**src/rtl/keypad_scanner.sv**
```systemverilog
// -----------------------------------------------------------------------------
// keypad_scanner
//
// Purpose:
//   Input stage for the MCU. Scans a 4-row x 3-column matrix keypad one row
//   at a time, debounces a single key and encodes it to a 4-bit code. Each
//   debounced press produces exactly one fixed-width interrupt pulse. There is
//   no auto-repeat: a key must be released (debounced) before another press
//   can be accepted.
//
// Ports:
//   clk        in   1  system clock (100 MHz)
//   reset      in   1  asynchronous, active-high; clears all state
//   col_n      in   3  keypad columns, active-low, pulled up; [0]=C [1]=A [2]=E
//   row_n      out  4  keypad row drive, active-low, exactly one bit low;
//                      [0]=B [1]=G [2]=F [3]=D
//   key_data   out  4  last accepted key code (0-9, '*'=4'hA, '#'=4'hB)
//   interrupt  out  1  high for INT_CYCLES cycles per accepted press
//   state_dbg  out  3  one-hot FSM state: SCAN=001 DEBOUNCE=010 HELD=100
//
// Parameters:
//   SCAN_CYCLES   clk cycles each row is driven before its columns are sampled
//   DEBOUNCE_CNT  consecutive matching samples to accept a press or a release
//   INT_CYCLES    interrupt pulse width in clk cycles
// -----------------------------------------------------------------------------
module keypad_scanner #(
    parameter int SCAN_CYCLES  = 100000,
    parameter int DEBOUNCE_CNT = 4,
    parameter int INT_CYCLES   = 4
) (
    input  logic       clk,
    input  logic       reset,
    input  logic [2:0] col_n,
    output logic [3:0] row_n,
    output logic [3:0] key_data,
    output logic       interrupt,
    output logic [2:0] state_dbg
);

    localparam int DW = (SCAN_CYCLES > 1) ? $clog2(SCAN_CYCLES) : 1;
    localparam int MW = $clog2(DEBOUNCE_CNT + 1);
    localparam int IW = $clog2(INT_CYCLES + 1);

    localparam logic [DW-1:0] DWELL_LAST = DW'(SCAN_CYCLES - 1);
    localparam logic [MW-1:0] MATCH_MAX  = MW'(DEBOUNCE_CNT);
    localparam logic [IW-1:0] INT_LEN    = IW'(INT_CYCLES);

    typedef enum logic [2:0] {
        SCAN     = 3'b001,
        DEBOUNCE = 3'b010,
        HELD     = 3'b100
    } state_t;

    // Registered state
    logic [2:0]    col_meta_q, col_meta_d;
    logic [2:0]    col_sync_q, col_sync_d;
    logic [DW-1:0] dwell_q,    dwell_d;
    state_t        state_q,    state_d;
    logic [1:0]    row_q,      row_d;
    logic [3:0]    row_n_q,    row_n_d;
    logic [1:0]    cand_row_q, cand_row_d;
    logic [1:0]    cand_col_q, cand_col_d;
    logic [MW-1:0] match_q,    match_d;
    logic [MW-1:0] rel_q,      rel_d;
    logic [3:0]    key_data_q, key_data_d;
    logic [IW-1:0] int_cnt_q,  int_cnt_d;
    logic          interrupt_q, interrupt_d;

    logic tick;
    logic cand_low;

    // Key code for a (row, col) position; row 3 holds '*', '0', '#'.
    function automatic logic [3:0] encode(input logic [1:0] r, input logic [1:0] c);
        logic [3:0] code;
        case ({r, c})
            4'b00_00: code = 4'h1;
            4'b00_01: code = 4'h2;
            4'b00_10: code = 4'h3;
            4'b01_00: code = 4'h4;
            4'b01_01: code = 4'h5;
            4'b01_10: code = 4'h6;
            4'b10_00: code = 4'h7;
            4'b10_01: code = 4'h8;
            4'b10_10: code = 4'h9;
            4'b11_00: code = 4'hA;
            4'b11_01: code = 4'h0;
            4'b11_10: code = 4'hB;
            default:  code = 4'h0;
        endcase
        return code;
    endfunction

    // True when the selected (active-low) column is pulled low.
    function automatic logic col_is_low(input logic [2:0] cols, input logic [1:0] idx);
        logic low;
        case (idx)
            2'd0:    low = ~cols[0];
            2'd1:    low = ~cols[1];
            2'd2:    low = ~cols[2];
            default: low = 1'b0;
        endcase
        return low;
    endfunction

    assign tick     = (dwell_q == DWELL_LAST);
    assign cand_low = col_is_low(col_sync_q, cand_col_q);

    always_comb begin
        col_meta_d = col_n;
        col_sync_d = col_meta_q;
        // The dwell counter free-runs regardless of FSM state.
        dwell_d    = tick ? '0 : dwell_q + 1'b1;

        state_d    = state_q;
        row_d      = row_q;
        cand_row_d = cand_row_q;
        cand_col_d = cand_col_q;
        match_d    = match_q;
        rel_d      = rel_q;
        key_data_d = key_data_q;
        int_cnt_d  = (int_cnt_q != '0) ? int_cnt_q - 1'b1 : '0;

        if (tick) begin
            unique case (state_q)
                SCAN: begin
                    if (col_sync_q == 3'b111) begin
                        row_d = row_q + 2'd1;
                    end else begin
                        cand_row_d = row_q;
                        // Several keys in the driven row: lowest column wins.
                        if (!col_sync_q[0]) begin
                            cand_col_d = 2'd0;
                        end else if (!col_sync_q[1]) begin
                            cand_col_d = 2'd1;
                        end else begin
                            cand_col_d = 2'd2;
                        end
                        match_d = MW'(1);
                        state_d = DEBOUNCE;
                    end
                end
                DEBOUNCE: begin
                    if (!cand_low) begin
                        // Bounce or short press: drop it and keep scanning.
                        match_d = '0;
                        row_d   = row_q + 2'd1;
                        state_d = SCAN;
                    end else if (match_q + 1'b1 == MATCH_MAX) begin
                        match_d    = '0;
                        rel_d      = '0;
                        key_data_d = encode(cand_row_q, cand_col_q);
                        int_cnt_d  = INT_LEN;
                        state_d    = HELD;
                    end else begin
                        match_d = match_q + 1'b1;
                    end
                end
                HELD: begin
                    if (cand_low) begin
                        // Any low sample restarts the release count.
                        rel_d = '0;
                    end else if (rel_q + 1'b1 == MATCH_MAX) begin
                        rel_d   = '0;
                        row_d   = row_q + 2'd1;
                        state_d = SCAN;
                    end else begin
                        rel_d = rel_q + 1'b1;
                    end
                end
                default: begin
                    state_d = SCAN;
                    match_d = '0;
                    rel_d   = '0;
                end
            endcase
        end

        // Pulse stays high while the countdown (after this cycle) is nonzero,
        // giving exactly INT_CYCLES high cycles starting after the start edge.
        interrupt_d = (int_cnt_d != '0);
    end

    // One active-low row select per row index.
    for (genvar gi = 0; gi < 4; gi++) begin : g_row_dec
        assign row_n_d[gi] = (row_d != 2'(gi));
    end

    always_ff @(posedge clk or posedge reset) begin
        if (reset) begin
            col_meta_q  <= 3'b111;
            col_sync_q  <= 3'b111;
            dwell_q     <= '0;
            state_q     <= SCAN;
            row_q       <= 2'd0;
            row_n_q     <= 4'b1110;
            cand_row_q  <= 2'd0;
            cand_col_q  <= 2'd0;
            match_q     <= '0;
            rel_q       <= '0;
            key_data_q  <= 4'h0;
            int_cnt_q   <= '0;
            interrupt_q <= 1'b0;
        end else begin
            col_meta_q  <= col_meta_d;
            col_sync_q  <= col_sync_d;
            dwell_q     <= dwell_d;
            state_q     <= state_d;
            row_q       <= row_d;
            row_n_q     <= row_n_d;
            cand_row_q  <= cand_row_d;
            cand_col_q  <= cand_col_d;
            match_q     <= match_d;
            rel_q       <= rel_d;
            key_data_q  <= key_data_d;
            int_cnt_q   <= int_cnt_d;
            interrupt_q <= interrupt_d;
        end
    end

    assign row_n     = row_n_q;
    assign key_data  = key_data_q;
    assign interrupt = interrupt_q;
    assign state_dbg = state_q;

endmodule

```
**config.mk**
```make
export PLATFORM = sky130hd
export DESIGN_NAME = keypad_scanner
export DESIGN_NICKNAME = d
export VERILOG_FILES = /design/src/rtl/keypad_scanner.sv
export SDC_FILE = /design/constraint.sdc
export NUM_CORES = 1
export LEC_CHECK = 0
export ABC_CLOCK_PERIOD_IN_PS = 2850
export CORE_MARGIN = 2
export CORE_UTILIZATION = 35
export DETAILED_ROUTE_END_ITERATION = 10
export PLACE_DENSITY = 0.51
export SYNTH_ARGS = -nofsm -noshare
export SYNTH_HDL_FRONTEND = slang
export SYNTH_SLANG_ARGS = --single-unit
```
**constraint.sdc**
```tcl
create_clock -name clk -period 2.85 [get_ports clk]
set_clock_uncertainty 0.1 [all_clocks]
set_input_delay 0.57 -clock clk [delete_from_list [all_inputs] [get_ports clk]]
set_output_delay 0.57 -clock clk [all_outputs]
set_load 0.02 [all_outputs]
```
* Word level (Yosys, flattened, before mapping) *
Memory sizes are Yosys's and may differ from the RTL's. A register that Yosys moved wholly into a read port is not among the register bits.
Index checks and enable logic that the tools add are counted.

storage, ports and cells
  register bits after elaboration = 46
  bits in read-only memories = 64
  bits of input ports = 5
  output and inout bits = 12
  logic and storage cells = 81
  memories = 1

memory list
  memory            depth  bits a word  read ports  clocked after memory_dff  write ports  RTL line  text
  (name not given)  16     4            1           1                         0            75        case ({r, c})

cells by class
  add/sub/neg operators = 5
  equality and inequality tests = 18
  multiplexer cells = 30
  bitwise operators = 6
  reductions and logical operators = 9

operator list
  operator               count
  $mux 3                 17
  $pmux 3 s3             3
  $add 17x1->17 const B  1
  $eq 17x17->1 const B   1
  $mux 17                1
  $mux 2                 7
  $ne 2x2->1 const B     7
  $eq 3x3->1 const B     4
  $reduce_and 4->1       2
  $add 3x1->3 const B    2
  $not 1->1              6
  $pmux 2 s3             1
  $reduce_and 3->1       2
  $reduce_bool 3->1      2
  $reduce_and 5->1       1
  $eq 3x1->1 const B     1
  $eq 3x2->1 const B     1
  $ne 3x3->1 const B     1
  $pmux 1 s3             1
  $sub 3x1->3 const B    1
  $add 2x1->2 const B    1
  $eq 2x1->1 const B     1
  $eq 2x2->1 const B     1
  $logic_not 2->1        1
  2 further kinds        2

* Longest topological paths before layout *
Gate-level depths: netlist of the first run.

  word-level depth = 7
  gate-level depth with buffers = 8
  depth with buffers taken out = 7

* Worst setup path after synthesis of the first run *
Ideal clock, no wire load.

  kind = flip-flop to flip-flop
  start point = register cand_col_q[0]
  end point = register key_data_q[0] (netlist: key_data[0])
  setup time = 0.125 ns
  arrival = 2.275 ns
  data required time = 2.625 ns
  path slack = 0.350 ns
  cell stages (with the launch flop) = 7
  buffers on the path = 1
  period minus slack after synthesis = 2.500 ns
  cell sequence = dfrtp_1 > ha_1 > or4b_2 > a31oi_1 > and3_2 > buf_2 > mux2_2

between the ends
  word-level cells in the longest chain between the ends = 3
  elaborated cells on any way between the ends = 5
  classes of those cells = eq/ne (2); mux (1); reduce/logical (2)

ends and longest elaborated chain
  item                                RTL line  text
  start: declaration                  62        logic [1:0] cand_col_q, cand_col_d;
  start signal: assignment            211       cand_col_q <= cand_col_d;
  $eq 2x2->1 (tied with other cells)  96        case (idx)
  $pmux 1 s3                          96
  $reduce_and 4->1 (no source line)   n/a
  end: declaration                    65        logic [3:0] key_data_q, key_data_d;

Several ways; a longest one is shown, not always the timed one.
A chain may end at the register's enable or synchronous reset.

* Worst setup path in the final report of the first run *
  start point = register cand_col_q[0]
  end point = register state_q[0] (netlist: state_dbg[0])

between the ends
  word-level cells in the longest chain between the ends = 4
  elaborated cells on any way between the ends = 9
  classes of those cells = eq/ne (4); mux (3); reduce/logical (2)

ends and longest elaborated chain
  item                                                             RTL line  text
  $eq 2x2->1 (tied with other cells)                               96
  $pmux 1 s3 *                                                     96
  $ne 3x3->1 (no source line) (tied with other cells)              n/a
  $reduce_and 5->1 (no source line) or $pmux 3 s3 (tied branches)  n/a
  end signal: assignment                                           207       state_q <= state_d;
  end: declaration                                                 58        state_t state_q, state_d;

Mark *: on every way between the ends. The rest lies on a longest branch, timed or not.

==> results of run 1 <==
[cell type report]
class | count | area share
inverter | 11 | 0.0140
multi-input combinational | 169 | 0.411
sequential | 50 | 0.427
clock inverter | 2 | 0.0127
tap | 99 | 0.0419
clock buffer | 6 | 0.0245
timing repair buffer | 20 | 0.0685
[critical path, cell delays in order, from the launching register on]
cell and delay, ps:
dfrtp_1 420, ha_1 260, or4b_2 670, a31oi_1 190, buf_4 170, nand2_1 100, nand4_1 110, mux2_2 330
[cells in the final DEF, fill, tap and decap left out, drive strengths merged, types with 2 or more instances in the layout]
| cell type | count |
|---|---|
| dfrtp | 40 |
| nor2 | 18 |
| nand2 | 17 |
| clkdlybuf4s50 | 16 |
| nand3 | 12 |
| xor2 | 11 |
| o21ai | 11 |
| ha | 11 |
| inv | 11 |
| dfstp | 10 |
| mux2 | 9 |
| xnor2 | 8 |
| nand4 | 6 |
| nor3 | 6 |
| mux2i | 6 |
| and2 | 6 |
| clkbuf | 6 |
| and3 | 5 |
| nand2b | 4 |
| a21oi | 4 |
| nor4 | 4 |
| buf | 4 |
| nor2b | 3 |
| nor3b | 3 |
| or3 | 2 |
| a31oi | 2 |
| or4bb | 2 |
| o41ai | 2 |
| or4b | 2 |
[state kept, by name, summed over array words and instances (netlist names), 2 cells and up]
register / cells
dwell_q: 17
key_data: 4
row_n: 4
col_meta_q: 3
col_sync_q: 3
int_cnt_q: 3
match_q: 3
rel_q: 3
state_dbg: 3
cand_col_q: 2
cand_row_q: 2
row_q: 2
[layer usage]
layer / global-route usage / vias to the layer above / share of wire
li1: - / 867 / -
met1: 0.190 / 838 / 0.53
met2: 0.202 / 13 / 0.44
met3: 0.0194 / 7 / 0.014
met4: 0.0570 / 0 / 0.019
met5: 0 / - / 0
[cell families (layout without fill, tap and decap cells)]
kind of cell / after synthesis / in the layout / synth area share
AOI/OAI and AO/OA: 26 / 26 / 0.0657
muxes: 16 / 16 / 0.0726
DFF: 50 / 50 / 0.499
buffers and inverters: 14 / 39 / 0.0212
xor gates and xnor gates: 19 / 19 / 0.0657
adders and majority gates: 11 / 11 / 0.0543
and+or+nand+nor: 97 / 97 / 0.222
[worst max path at each step]
stage / startpoint / end / cells after the start
after floorplan: cand_col_q[0] / key_data[0] / 6
after global placement: dwell_q[12] / row_q[0] / 5
after detailed placement: dwell_q[12] / rel_q[2] / 4
after CTS: cand_col_q[0] / state_dbg[0] / 7
after global routing: cand_col_q[0] / row_n[2] / 7
final: cand_col_q[0] / state_dbg[0] / 7
[through the flow]
stage	total power, W	instances	utilization	hold slack (ps)	setup slack (ps)
2_1_floorplan	0.000747	233	-	245	350
3_3_place_gp	0.000764	349	0.399	247	451
3_5_place_dp	0.000763	349	0.399	247	418
4_1_cts	0.00127	357	0.414	261	418
5_1_grt	0.00130	357	0.414	265	245
6_report	0.00125	357	0.414	260	419
[power groups by stage]
stage	Clock, W	Combinational [W]	Sequential, W
global route	0.000548	0.0000326	0.000721
CTS	0.000525	0.0000296	0.000720
finish	0.000505	0.0000278	0.000720
floorplan	0	0.0000147	0.000732
detailed placement	0	0.0000297	0.000734
global placement	0	0.0000296	0.000734
==> impl_results.md, run 1 <==
- Core area: 7140 um2
- FF/Latch Area: 1260 um2
- Clock latency on the worst-skew pair: 310 ps
- #FFs+latches synth: 50
- Avg Cell Area, Syn: approximately 11 um2
- Final instance area: 2960 um2
- WHS Endpoint: col_sync_q[1]
- H-tree level count: 2
- Most used flip-flop cell after synthesis: dfrtp_1
- Leak: 1.33 nW
- YS warnings: 0
- Worst reg-to-reg path cell count: 7
- Hold Violations, Final: 0
- Largest net degree at the start of global routing: 51
- Die Ht: 89.1 um
- Post-Synthesis Cell Area: 2530 um2
- Clock Tree Root: clkbuf_8
- Unrepaired setup endpoints after global routing: no
- Fin nets: 273
- Power share of the clock group: 0.403
- R2r startpoint: cand_col_q[0]
- Area grow syn2layout: 16.7%
- HP Start: col_meta_q[1]
- Crit start category: register
- Top cell type by total area after synthesis: dfrtp_1
- Post-synthesis cell count: 233
- Wire length per cell: approximately 13 um
- Initial antenna violation count: 0
- Clock sink count: 50
- Crit path max fanout: 5
- Worst min path class: register to register
- Iter 0 DRT Violations: 58
- Gate power share: 0.022
- Switch Pwr: 0.000263 W
- Share of layout cells above drive strength 1: 0.167
- Power Internal: 0.000989 W
- Critical path arrival: 2560 ps
- Area of the multi-input gates: 1220 um2
- Die area: ~7900 um2
- Worst VDD drop: 193 uV
- # hold bufs at CTS: 0
- Fin crit share: 0.853
- Asr flop ratio synth: 1.00
- Row count: 31
- R2R setup slack: 420 ps
- Drt total wl: roughly 4.6 mm
- Boundary pin count: 17
- Clock buffer depth: 2
- Synth area leaders: dfrtp_1 40%, dfstp_2 10%, ha_1 5.4%
- Max_cap viols: 0
- Slew @ Worst Pin: around 550 ps
- Fmax: 411 MHz
- Sequential fraction of the synthesis area: 0.499
- Placed cell area: approximately 2800 um2
- Synth cell count leaders: 40 x dfrtp_1, 18 x nor2_1, 17 x nand2_1
- Syn Nets: about 250
- Sw frac: 0.210
- Cts bufs inserted: 5
- Area share of the largest cell type after synthesis: 0.395
- Port bufs: 16
- Starting Density: 0.355
- Most common cell in the netlist: dfrtp_1
- Cell variety after synth: 47
- Vias in the first global route: 1740
- 1st-pass router iterations: 4
- CTS tree: done
- Fillcell total: slightly above 700
- Clk slew on worst S/H paths: ~100 ps
- RePlAce Congestion: 0.766
- DRT antenna net count: 0
- R2R Path End: state_dbg[0]
- Power Density: approximately 420 nW/um2
- Final routed DRC violation total: 0
- Final setup vio count: 0
- Vias per inst: around 4.8
- Number of synthesized flops with an enable pin: 0
- Worst EP required: 2980 ps
- Flop pwr share: 0.575
- Relative slew slack: 0.629
- First-pass GRT wire length: 8.19 mm
- Resize count post-CTS: 0
- Via Count: roughly 1700
- Postcts setup bufs: 0
- Worst hold path cell count: 0
- Die X-Extent: 89.1 um
- Gr usage total: 0.133
- HPWL after DPL: 3.32 mm
- GR Overflow Total: 0
- Setup TNS: 0 ps
- Pins Over Slew Limit: 0
- Final Critical Period: 2430 ps
- Worst setup EP type: register
- N_diodes: 0
- Outcome: completed
- Kind of critical path: register to register
Power figures use the tool's default switching activity.
==> inputs of run 2 (changes only) <==
Settings changed: CAP_MARGIN set to 20, DONT_BUFFER_PORTS set to 1, PLACE_DENSITY 0.51 to 0.48.
==> impl_results.md, run 2 (same netlist as run 1, synthesis figures left out) <==
- Crit path max fanout: 8 (was 5)
- First-pass GRT wire length: 8.24 mm (was 8.19 mm)
- Via Count: 1703 (was 1725)
- Largest Register: dwell_q (unchanged)
- Die area: 7940 um2 (unchanged)
- Worst reg-to-reg path cell count: 5 (was 7)
- Worst hold path cell count: 0 (unchanged)
- WHS Endpoint: col_meta_q[1] (was col_sync_q[1])
- Kind of critical path: register to register (unchanged)
- Iter 0 DRT Violations: 64 (was 58)
- Hold Violations, Final: 0 (unchanged)
- Worst setup EP type: register (unchanged)
- Starting Density: 0.355 (unchanged)
- Placed insts: 335 (was 349)
- Clock latency on the worst-skew pair: 300 ps (was 310 ps)
- Area of the multi-input gates: 1220 um2 (unchanged)
- Layout Cells excl Fill: 343 (was 357)
- Wire length per cell: 13.8 um (was 12.9 um)
- Power Density: 447 nW/um2 (was 423 nW/um2)
- Gr usage total: 0.133 (about the same)
- Die X-Extent: 89.1 um (unchanged)
- Commonest non-fill, non-tap cells in the layout: 40 x dfrtp_1, 18 x nor2_1, 17 x nand2_1 (unchanged)
- Fin nets: 259 (was 273)
- HPWL after DPL: 3.45 mm (was 3.32 mm)
- Fillcell total: 747 (was 712)
- Cts bufs inserted: 5 (unchanged)
- Fmax: 410 MHz (was 411 MHz)
- Area grow syn2layout: 10.6% (was 16.7%)
- R2R Path End: key_data[1] (was state_dbg[0])
- DRT antenna net count: 0 (unchanged)
- Clock sink count: 50 (unchanged)
- Drt total wl: 4.75 mm (was 4.62 mm)
- Slew @ Worst Pin: 927 ps (was 554 ps)
- Max reg flops: 17 (unchanged)
- FF/Latch Area: 1260 um2 (unchanged)
- Final Critical Period: 2440 ps (was 2430 ps)
- Worst min path class: input pin to register (was register to register)
- Resize count post-CTS: 0 (unchanged)
- Pins Over Slew Limit: 0 (unchanged)
- Outcome: completed (unchanged)
- Leak: 1.29 nW (was 1.33 nW)
- Design Power: 0.00125 W (about the same)
- Commonest non-fill, non-tap cell in the layout: dfrtp_1 (unchanged)
- Postcts setup bufs: 0 (unchanged)
- Vias in the first global route: 1753 (was 1740)
- Clock Tree Root: clkbuf_8 (unchanged)
- Critical path arrival: 2540 ps (was 2560 ps)
- Initial antenna violation count: 0 (unchanged)
- Crit start category: register (unchanged)
- Final routed DRC violation total: 0 (unchanged)
- Worst EP required: 2950 ps (was 2980 ps)
- R2r startpoint: cand_col_q[0] (unchanged)
- Clk slew on worst S/H paths: 100 ps (about the same)
- Fin crit share: 0.856 (was 0.853)
- GR Overflow Total: 0 (unchanged)
- RePlAce Congestion: 0.776 (was 0.766)
- Clock buffer depth: 2 (unchanged)
- Core area: 7140 um2 (unchanged)
- Unrepaired setup endpoints after global routing: no (unchanged)
- Relative slew slack: 0.381 (was 0.629)
- N_diodes: 0 (unchanged)
- 1st-pass router iterations: 4 (unchanged)
- H-tree level count: 2 (unchanged)
- Vias per inst: 4.97 (was 4.83)
- CTS tree: done (unchanged)
- Final setup vio count: 0 (unchanged)
- Die Ht: 89.1 um (unchanged)
- Max_cap viols: 0 (unchanged)
- R2R setup slack: 410 ps (was 420 ps)
- Largest net degree at the start of global routing: 44 (was 51)
- Row count: 31 (unchanged)
- HP Start: col_n[1] (was col_meta_q[1])
- Port bufs: 0 (was 16)
- Worst VDD drop: 260 uV (was 193 uV)
- Final Util: 0.393 (was 0.414)
- Boundary pin count: 17 (unchanged)
- # hold bufs at CTS: 0 (unchanged)
- Share of layout cells above drive strength 1: 0.189 (was 0.167)
- Setup TNS: 0 ps (unchanged)
run 2: changes by cell type in the layout (fill, tap and decap cells not counted), sizes merged:
cell           before  now
clkbuf              6    5
clkdlybuf4s50      16    0
clkinvlp            1    0
clkinv              0    1
buf                 4    6
inv                11   12
run 2: worst max-delay path by stage:
stage / slack (ps) / start / end
after floorplan: 350 / cand_col_q[0] / key_data[0]
after global placement: 440 / dwell_q[12] / rel_q[2]
after detailed placement: 390 / dwell_q[12] / rel_q[2]
after CTS: 400 / dwell_q[12] / rel_q[2]
after global routing: 260 / cand_col_q[0] / row_n[2]
final: 410 / cand_col_q[0] / key_data[1]
run 2: where the power goes:
group	internal (W)	total, W	switching (W)
Clock	0.000263	0.000510	0.000247
Combinational	0.00000433	0.0000218	0.0000174
Sequential	0.000717	0.000721	0.00000380
Total	0.000985	0.00125	0.000268
run 2: critical path: stages, from the launching register on:
cell and delay, ps:
dfrtp_1 430, ha_1 260, or4b_2 690, a31oi_1 200
and3_2 310, mux2_2 350
run 2: per-stage QoR:
step | cell area (um2) | hold WS (ps) | setup slack (ps)
after floorplan | 2530 | 245 | 350
after global routing | 2800 | 127 | 255
after CTS | 2800 | 134 | 399
after global placement | 2690 | 247 | 435
final | 2800 | 154 | 412
after detailed placement | 2690 | 247 | 390
run 2: per-layer routing:
layer  track usage  vias to the layer above  share of wire
met5             0                        -              0
met4        0.0407                        0          0.016
met3        0.0305                        8          0.030
met2         0.203                       25           0.44
met1         0.190                      833           0.51
li1              -                      837              -
run 2: final cells by class:
cell class,count,area share
clock buffers,5,0.0246
clock inverters,3,0.0156
flip-flops and latches,50,0.451
multi-input cells,169,0.434
well taps,99,0.0442
repair buffers,6,0.0161
inverters,11,0.0147
